### src/rtl/sw_pe_array_ctrl_p.sv
// Smith-Waterman PE-array controller: query load, systolic enable wavefront,
// global max tracking with row/column, and last-PE boundary export.
//   state | meaning
//   IDLE  | waiting for i_start
//   LOAD  | accepting query bases into s_bank
//   RUN   | each accepted t beat steps the array
//   DRAIN | feed zeros until the wavefront has left the array
//   DONE  | one-cycle result strobe
module sw_pe_array_ctrl_p #(
  parameter int N_PE     = 64,
  parameter int N_PE_LOG = 6,
  parameter int SCORE_W  = 10,
  parameter int COL_W    = 16
) (
  input  logic                      clk,
  input  logic                      rst_n,
  input  logic                      i_start,
  input  logic                      i_abort,
  input  logic                      i_stall,
  input  logic [1:0]                i_s,
  input  logic                      i_s_valid,
  input  logic                      i_s_last,
  output logic                      o_s_ready,
  input  logic [1:0]                i_t,
  input  logic                      i_t_valid,
  input  logic                      i_t_last,
  output logic                      o_t_ready,
  output logic [2*N_PE-1:0]         o_s_bank,
  output logic [N_PE-1:0]           o_pe_en,
  output logic                      o_pe_step,
  output logic [1:0]                o_pe_t,
  input  logic [SCORE_W*N_PE-1:0]   i_pe_v,
  output logic [SCORE_W-1:0]        o_bnd_v,
  output logic                      o_bnd_valid,
  output logic [SCORE_W-1:0]        o_max,
  output logic [N_PE_LOG-1:0]       o_max_row,
  output logic [COL_W-1:0]          o_max_col,
  output logic                      o_col_ovf,
  output logic                      o_valid,
  output logic                      o_busy
);

  localparam logic [2:0] S_IDLE  = 3'd0;
  localparam logic [2:0] S_LOAD  = 3'd1;
  localparam logic [2:0] S_RUN   = 3'd2;
  localparam logic [2:0] S_DRAIN = 3'd3;
  localparam logic [2:0] S_DONE  = 3'd4;

  logic [2:0]            state;
  logic [2*N_PE-1:0]     s_bank;
  logic [N_PE_LOG-1:0]   load_cnt;
  logic [N_PE_LOG-1:0]   last_idx;
  logic [N_PE-1:0]       active_mask;
  logic [N_PE-1:0]       en;
  logic [N_PE-1:0]       en_d;
  logic                  step_d;
  logic [COL_W-1:0]      col_cnt;
  logic [COL_W-1:0]      step_col_d;

  logic                  s_acc;
  logic                  load_last;
  logic                  t_acc;
  logic                  drain_step;
  logic                  step;
  logic                  eval;
  logic [N_PE-1:0]       en_nxt;
  logic [N_PE-1:0]       mask_nxt;
  logic [SCORE_W-1:0]    pe_v [N_PE];
  logic [SCORE_W-1:0]    best_v;
  logic [N_PE_LOG-1:0]   best_i;
  logic                  hit;

  assign o_s_ready  = (state == S_LOAD) & ~i_abort;
  assign s_acc      = o_s_ready & i_s_valid;
  assign load_last  = i_s_last | (load_cnt == N_PE_LOG'(N_PE - 1));

  assign o_t_ready  = (state == S_RUN) & ~i_stall & ~i_abort;
  assign t_acc      = o_t_ready & i_t_valid;
  // Once the wavefront has fully left the array there is nothing left to step.
  assign drain_step = (state == S_DRAIN) & ~i_stall & ~i_abort & (|en);
  assign step       = t_acc | drain_step;
  assign en_nxt     = {en[N_PE-2:0], t_acc} & active_mask;

  assign o_pe_step  = step;
  assign o_pe_t     = t_acc ? i_t : 2'b00;
  assign o_pe_en    = en;
  assign o_s_bank   = s_bank;
  assign o_busy     = (state != S_IDLE);
  assign o_valid    = (state == S_DONE) & ~i_abort;

  // PE outputs hold while stalled, so a pending evaluation waits for the stall to clear.
  assign eval        = step_d & ~i_stall & ~i_abort;
  assign o_bnd_valid = eval & en_d[last_idx];
  assign o_bnd_v     = o_bnd_valid ? pe_v[last_idx] : '0;

  always_comb begin
    for (int i = 0; i < N_PE; i++) begin
      pe_v[i]     = i_pe_v[i*SCORE_W +: SCORE_W];
      mask_nxt[i] = (i <= int'(load_cnt));
    end
  end

  always_comb begin
    best_v = o_max;
    best_i = '0;
    hit    = 1'b0;
    for (int i = 0; i < N_PE; i++) begin
      if (en_d[i] && (pe_v[i] > best_v)) begin
        best_v = pe_v[i];
        best_i = N_PE_LOG'(i);
        hit    = 1'b1;
      end
    end
  end

  always_ff @(posedge clk or negedge rst_n) begin
    if (!rst_n) begin
      state       <= S_IDLE;
      s_bank      <= '0;
      load_cnt    <= '0;
      last_idx    <= '0;
      active_mask <= '0;
      en          <= '0;
      en_d        <= '0;
      step_d      <= 1'b0;
      col_cnt     <= '0;
      step_col_d  <= '0;
      o_max       <= '0;
      o_max_row   <= '0;
      o_max_col   <= '0;
      o_col_ovf   <= 1'b0;
    end else if (i_abort) begin
      state  <= S_IDLE;
      en     <= '0;
      en_d   <= '0;
      step_d <= 1'b0;
    end else begin
      case (state)
        S_IDLE: begin
          if (i_start) begin
            state     <= S_LOAD;
            s_bank    <= '0;
            load_cnt  <= '0;
            col_cnt   <= '0;
            en        <= '0;
            en_d      <= '0;
            step_d    <= 1'b0;
            o_max     <= '0;
            o_max_row <= '0;
            o_max_col <= '0;
            o_col_ovf <= 1'b0;
          end
        end
        S_LOAD: begin
          if (s_acc) begin
            s_bank[2*load_cnt +: 2] <= i_s;
            load_cnt                <= load_cnt + 1'b1;
            if (load_last) begin
              last_idx    <= load_cnt;
              active_mask <= mask_nxt;
              state       <= S_RUN;
            end
          end
        end
        S_RUN:   if (t_acc && i_t_last) state <= S_DRAIN;
        S_DRAIN: if ((en == '0) && (en_d == '0)) state <= S_DONE;
        S_DONE:  state <= S_IDLE;
        default: state <= S_IDLE;
      endcase

      // col_cnt keeps counting through DRAIN so step_col_d - i stays the true t index.
      if (step) begin
        en         <= en_nxt;
        en_d       <= en_nxt;
        step_col_d <= col_cnt;
        col_cnt    <= col_cnt + 1'b1;
        if (t_acc && (&col_cnt) && !i_t_last) o_col_ovf <= 1'b1;
      end
      if (!i_stall) step_d <= step;

      if (eval && hit) begin
        o_max     <= best_v;
        o_max_row <= best_i;
        o_max_col <= step_col_d - COL_W'(best_i);
      end
    end
  end

endmodule

### config.mk
export PLATFORM = sky130hd
export DESIGN_NAME = sw_pe_array_ctrl_p
export DESIGN_NICKNAME = d
export VERILOG_FILES = /design/src/rtl/sw_pe_array_ctrl_p.sv
export SDC_FILE = /design/constraint.sdc
export NUM_CORES = 2
export LEC_CHECK = 0
export ABC_AREA = 1
export BUFFER_PORTS_ARGS = -buffer_cell sky130_fd_sc_hd__buf_2
export CORE_MARGIN = 2
export CORE_UTILIZATION = 35
export CTS_CLUSTER_DIAMETER = 60
export DETAILED_ROUTE_END_ITERATION = 8
export HOLD_SLACK_MARGIN = 0.15
export PLACE_DENSITY = 0.65
export SYNTH_ARGS = -nofsm -noshare
export SYNTH_HDL_FRONTEND = slang
export SYNTH_SLANG_ARGS = --single-unit
### constraint.sdc
create_clock -name clk -period 235.9 [get_ports clk]
set_input_delay 0 -clock clk [delete_from_list [all_inputs] [get_ports clk]]
set_output_delay 0 -clock clk [all_outputs]
set_load 0.02 [all_outputs]
==> flow_metrics.env <==
export IMPL_ys_types=69
export IMPL_cp_start_kind="register"
export IMPL_gr_usage_met1_pct=45.46
export IMPL_synth_edf_count=0
export IMPL_cts_hold_buf=37
export IMPL_rsz0062_at_grt="no"
export IMPL_final_area_sq_um=55320
export IMPL_fin_nets=9506
export IMPL_cp_max_fo=24
export IMPL_wl_per_cell_um=26.27
export IMPL_slowest_stage="o211ai_1"
export IMPL_post_synth_top_area_cell="dfrtp_1"
export IMPL_port_buffers=895
export IMPL_grt_util_met3_pct=12.73
export IMPL_async_flop_share_pct=100.0
export IMPL_power_total_uw=361.2
export IMPL_drt_iter0_drc=6685
export IMPL_syn_num_nets=8832
export IMPL_period_needed_ps=104310
export IMPL_synth_xor_area_share_pct=0.2896
export IMPL_netlist_top_cells_area="dfrtp_1 (17%), ha_1 (15%), nand2_1 (13%)"
export IMPL_setup_tns_ps=0
export IMPL_chipWidth_um=375.9
export IMPL_critPathArrivalTime_ps=104720
export IMPL_final_max_slew_viol_count=0
export IMPL_die_area_sq_um=141300
export IMPL_hp_class="in2out"
export IMPL_synthSimpleGateAreaFrac_pct=32.00
export IMPL_synth_warnings=0
export IMPL_crit_required_ps=236300
export IMPL_power_density_nw_per_um2=6.530
export IMPL_postRouteWirelength_um=266700
export IMPL_leakagePower_nw=29.18
export IMPL_cts_buffer_depth=3
export IMPL_synth_top_area_share_pct=17.43
export IMPL_dieHeight_um=375.9
export IMPL_max_vdd_ir_drop_mv=0.007797
export IMPL_antenna_found_initial=147
export IMPL_synth_compound_area_share_pct=23.23
export IMPL_postCtsResizedCells=0
export IMPL_slowest_delay_ps=610
export IMPL_yosys_area_share_adder_pct=15.30
export IMPL_drtAntennaViolNets=0
export IMPL_fin_worst_skew_ps=21.86
export IMPL_synth_area_per_cell_sq_um=6.378
export IMPL_grt_busiest_layer="met2"
export IMPL_dp_hpwl_um=225300
export IMPL_drcViolationCount=0
export IMPL_synthMuxAreaShare_pct=0
export IMPL_via_per_inst=5.701
export IMPL_layout_drive_gt1_share_pct=18.93
export IMPL_root_buffer="clkbuf_16"
export IMPL_hp_start="i_t[1]"
export IMPL_relSlewSlack_pct=24.45
export IMPL_firstDrtPassIters=8
export IMPL_grt_max_degree=147
export IMPL_hold_viol_final=0
export IMPL_path_class="reg2reg"
export IMPL_yosys_top_cells_count="nand2_1 (1694), o21ai_0 (1008), inv_1 (977), ha_1 (590), nand3_1 (516)"
export IMPL_start_util_pct=35.24
export IMPL_place_congestion=1.144
export IMPL_syn_instance_count=7588
export IMPL_rows=136
export IMPL_fmax_mhz=9.587
export IMPL_placed_cell_area_sq_um=53590
export IMPL_synth_top_family_by_area="simple AND/OR/NAND/NOR gates"
export IMPL_clk_pin_slew_ps=60
export IMPL_grt_pass1_wl_um=377800
export IMPL_utilization_pct=40.29
export IMPL_ys_seq_elements=337
export IMPL_dp_slack_ps=133980
export IMPL_synth_most_common_cell="nand2_1"
export IMPL_worstSkewPairLatency_ps=550
export IMPL_grt_ovfl_total=0
export IMPL_min_period_over_period_pct=44.22
export IMPL_synthToLayoutAreaGrowth_pct=14.31
export IMPL_worstMarginPinSlew_ps=1121
export IMPL_end_kind="register"
export IMPL_grt_pass1_vias=53530
export IMPL_synth_ff_type="dfrtp_1"
export IMPL_netlist_area_sq_um=48400
export IMPL_ys_seq_area_share_pct=17.43
export IMPL_cap_violations=0
export IMPL_setup_viol_count_final=0
export IMPL_startpoint="o_max[8]"
export IMPL_outcome="finished, final reports clean"
export IMPL_met2_usage_pct=54.12
export IMPL_pin_count=896
export IMPL_cpMostUsedCell="nor2_1"
export IMPL_worstReg2RegStart="o_max[8]"
export IMPL_worst_slack_ps=131590
export IMPL_cts_sink_count=337
export IMPL_cts_tree="yes"
export IMPL_grt_usage_pct=36.24
export IMPL_htreeDepth=2
export IMPL_coreArea_sq_um=137300
export IMPL_vias=57900
export IMPL_cts_made_buffers=36
export IMPL_post_cts_setup_buffer_count=0
## power breakdown
group | switching [mW] | internal [mW]
registers | 0.00826 | 0.0651
clock network | 0.0249 | 0.0316
logic | 0.164 | 0.0670
total | 0.198 | 0.164
## per-stage QoR
step           hold slack, ps  instances
4_1_cts                 317.5      10070
3_5_place_dp            58.52       9980
2_1_floorplan          -295.6       7588
6_report                317.1      10160
3_3_place_gp            55.70       9980
5_1_grt                 332.2      10130
## cell type report
type,instances,area (sq um)
sequential,337,8446
multi-input combinational,5913,34320
fill,14770,82000
inverter,1000,3770
tap,1794,2245
clock inverter,14,163.9
clock buffer,43,967.2
timing repair buffer,974,5211
antenna,80,200.2
## routing by layer
metal | vias to the layer above | wire [um]
li1 | 27030 | -
met1 | 26920 | 106300
met2 | 3155 | 111600
met3 | 698 | 31750
met4 | 88 | 16510
met5 | - | 567
## cell usage in the layout (no fill, tap or decap), types with 59 or more instances in the layout
cell,n
inv_1,975
diode_2,80
buf_2,894
o21ai_0,1008
nor2_1,454
a21oi_1,489
nand3_2,83
nor2_2,94
dfrtp_1,333
nand2_1,1692
a21o_2,59
nand3_1,516
ha_1,590
nand4_1,138
nand2_2,204
o21bai_1,62
a221oi_1,59
## path summary, 6_finish.rpt
kind                                  endpoint  slack (ps)  cells after the start
worst max-delay path             o_max_col[14]      131590                    922
worst max register to register   o_max_col[14]      131590                    740
min in group asynchronous         o_s_bank[87]         640                      4
worst min register to register  active_mask[0]         450                      2
worst min-delay path                 o_pe_t[1]         320                      4
max in group asynchronous          last_idx[1]      233710                      5
## flip-flops by register name, indices dropped and copies added, names as in the netlist, 3 cells and up
name,flops
load_cnt,6
state,3
col_cnt,16
o_s_bank,128
o_max_col,16
o_max_row,6
last_idx,6
step_col_d,16
o_max,10
en_d,64
active_mask,64
## cell families (layout without fill, tap and decap cells)
| family | Yosys count | after routing |
|---|---|---|
| buffers and inverters | 1338 | 2031 |
| other | 0 | 80 |
| xor gates and xnor gates | 16 | 16 |
| and+or+nand+nor | 3353 | 3353 |
| AOI/OAI and AO/OA | 1953 | 1953 |
| adders and majority gates | 591 | 591 |
| DFF | 337 | 337 |
## worst max-delay path: cells and delay by family (launching register included)
family / cells / cell delay, ps
compound gates: 122 / 22330
buf+inv: 142 / 16870
xor+xnor: 1 / 300
flops: 1 / 550
simple gates: 576 / 63480
fa+ha+maj: 81 / 25600
Power figures use the tool's default switching activity.
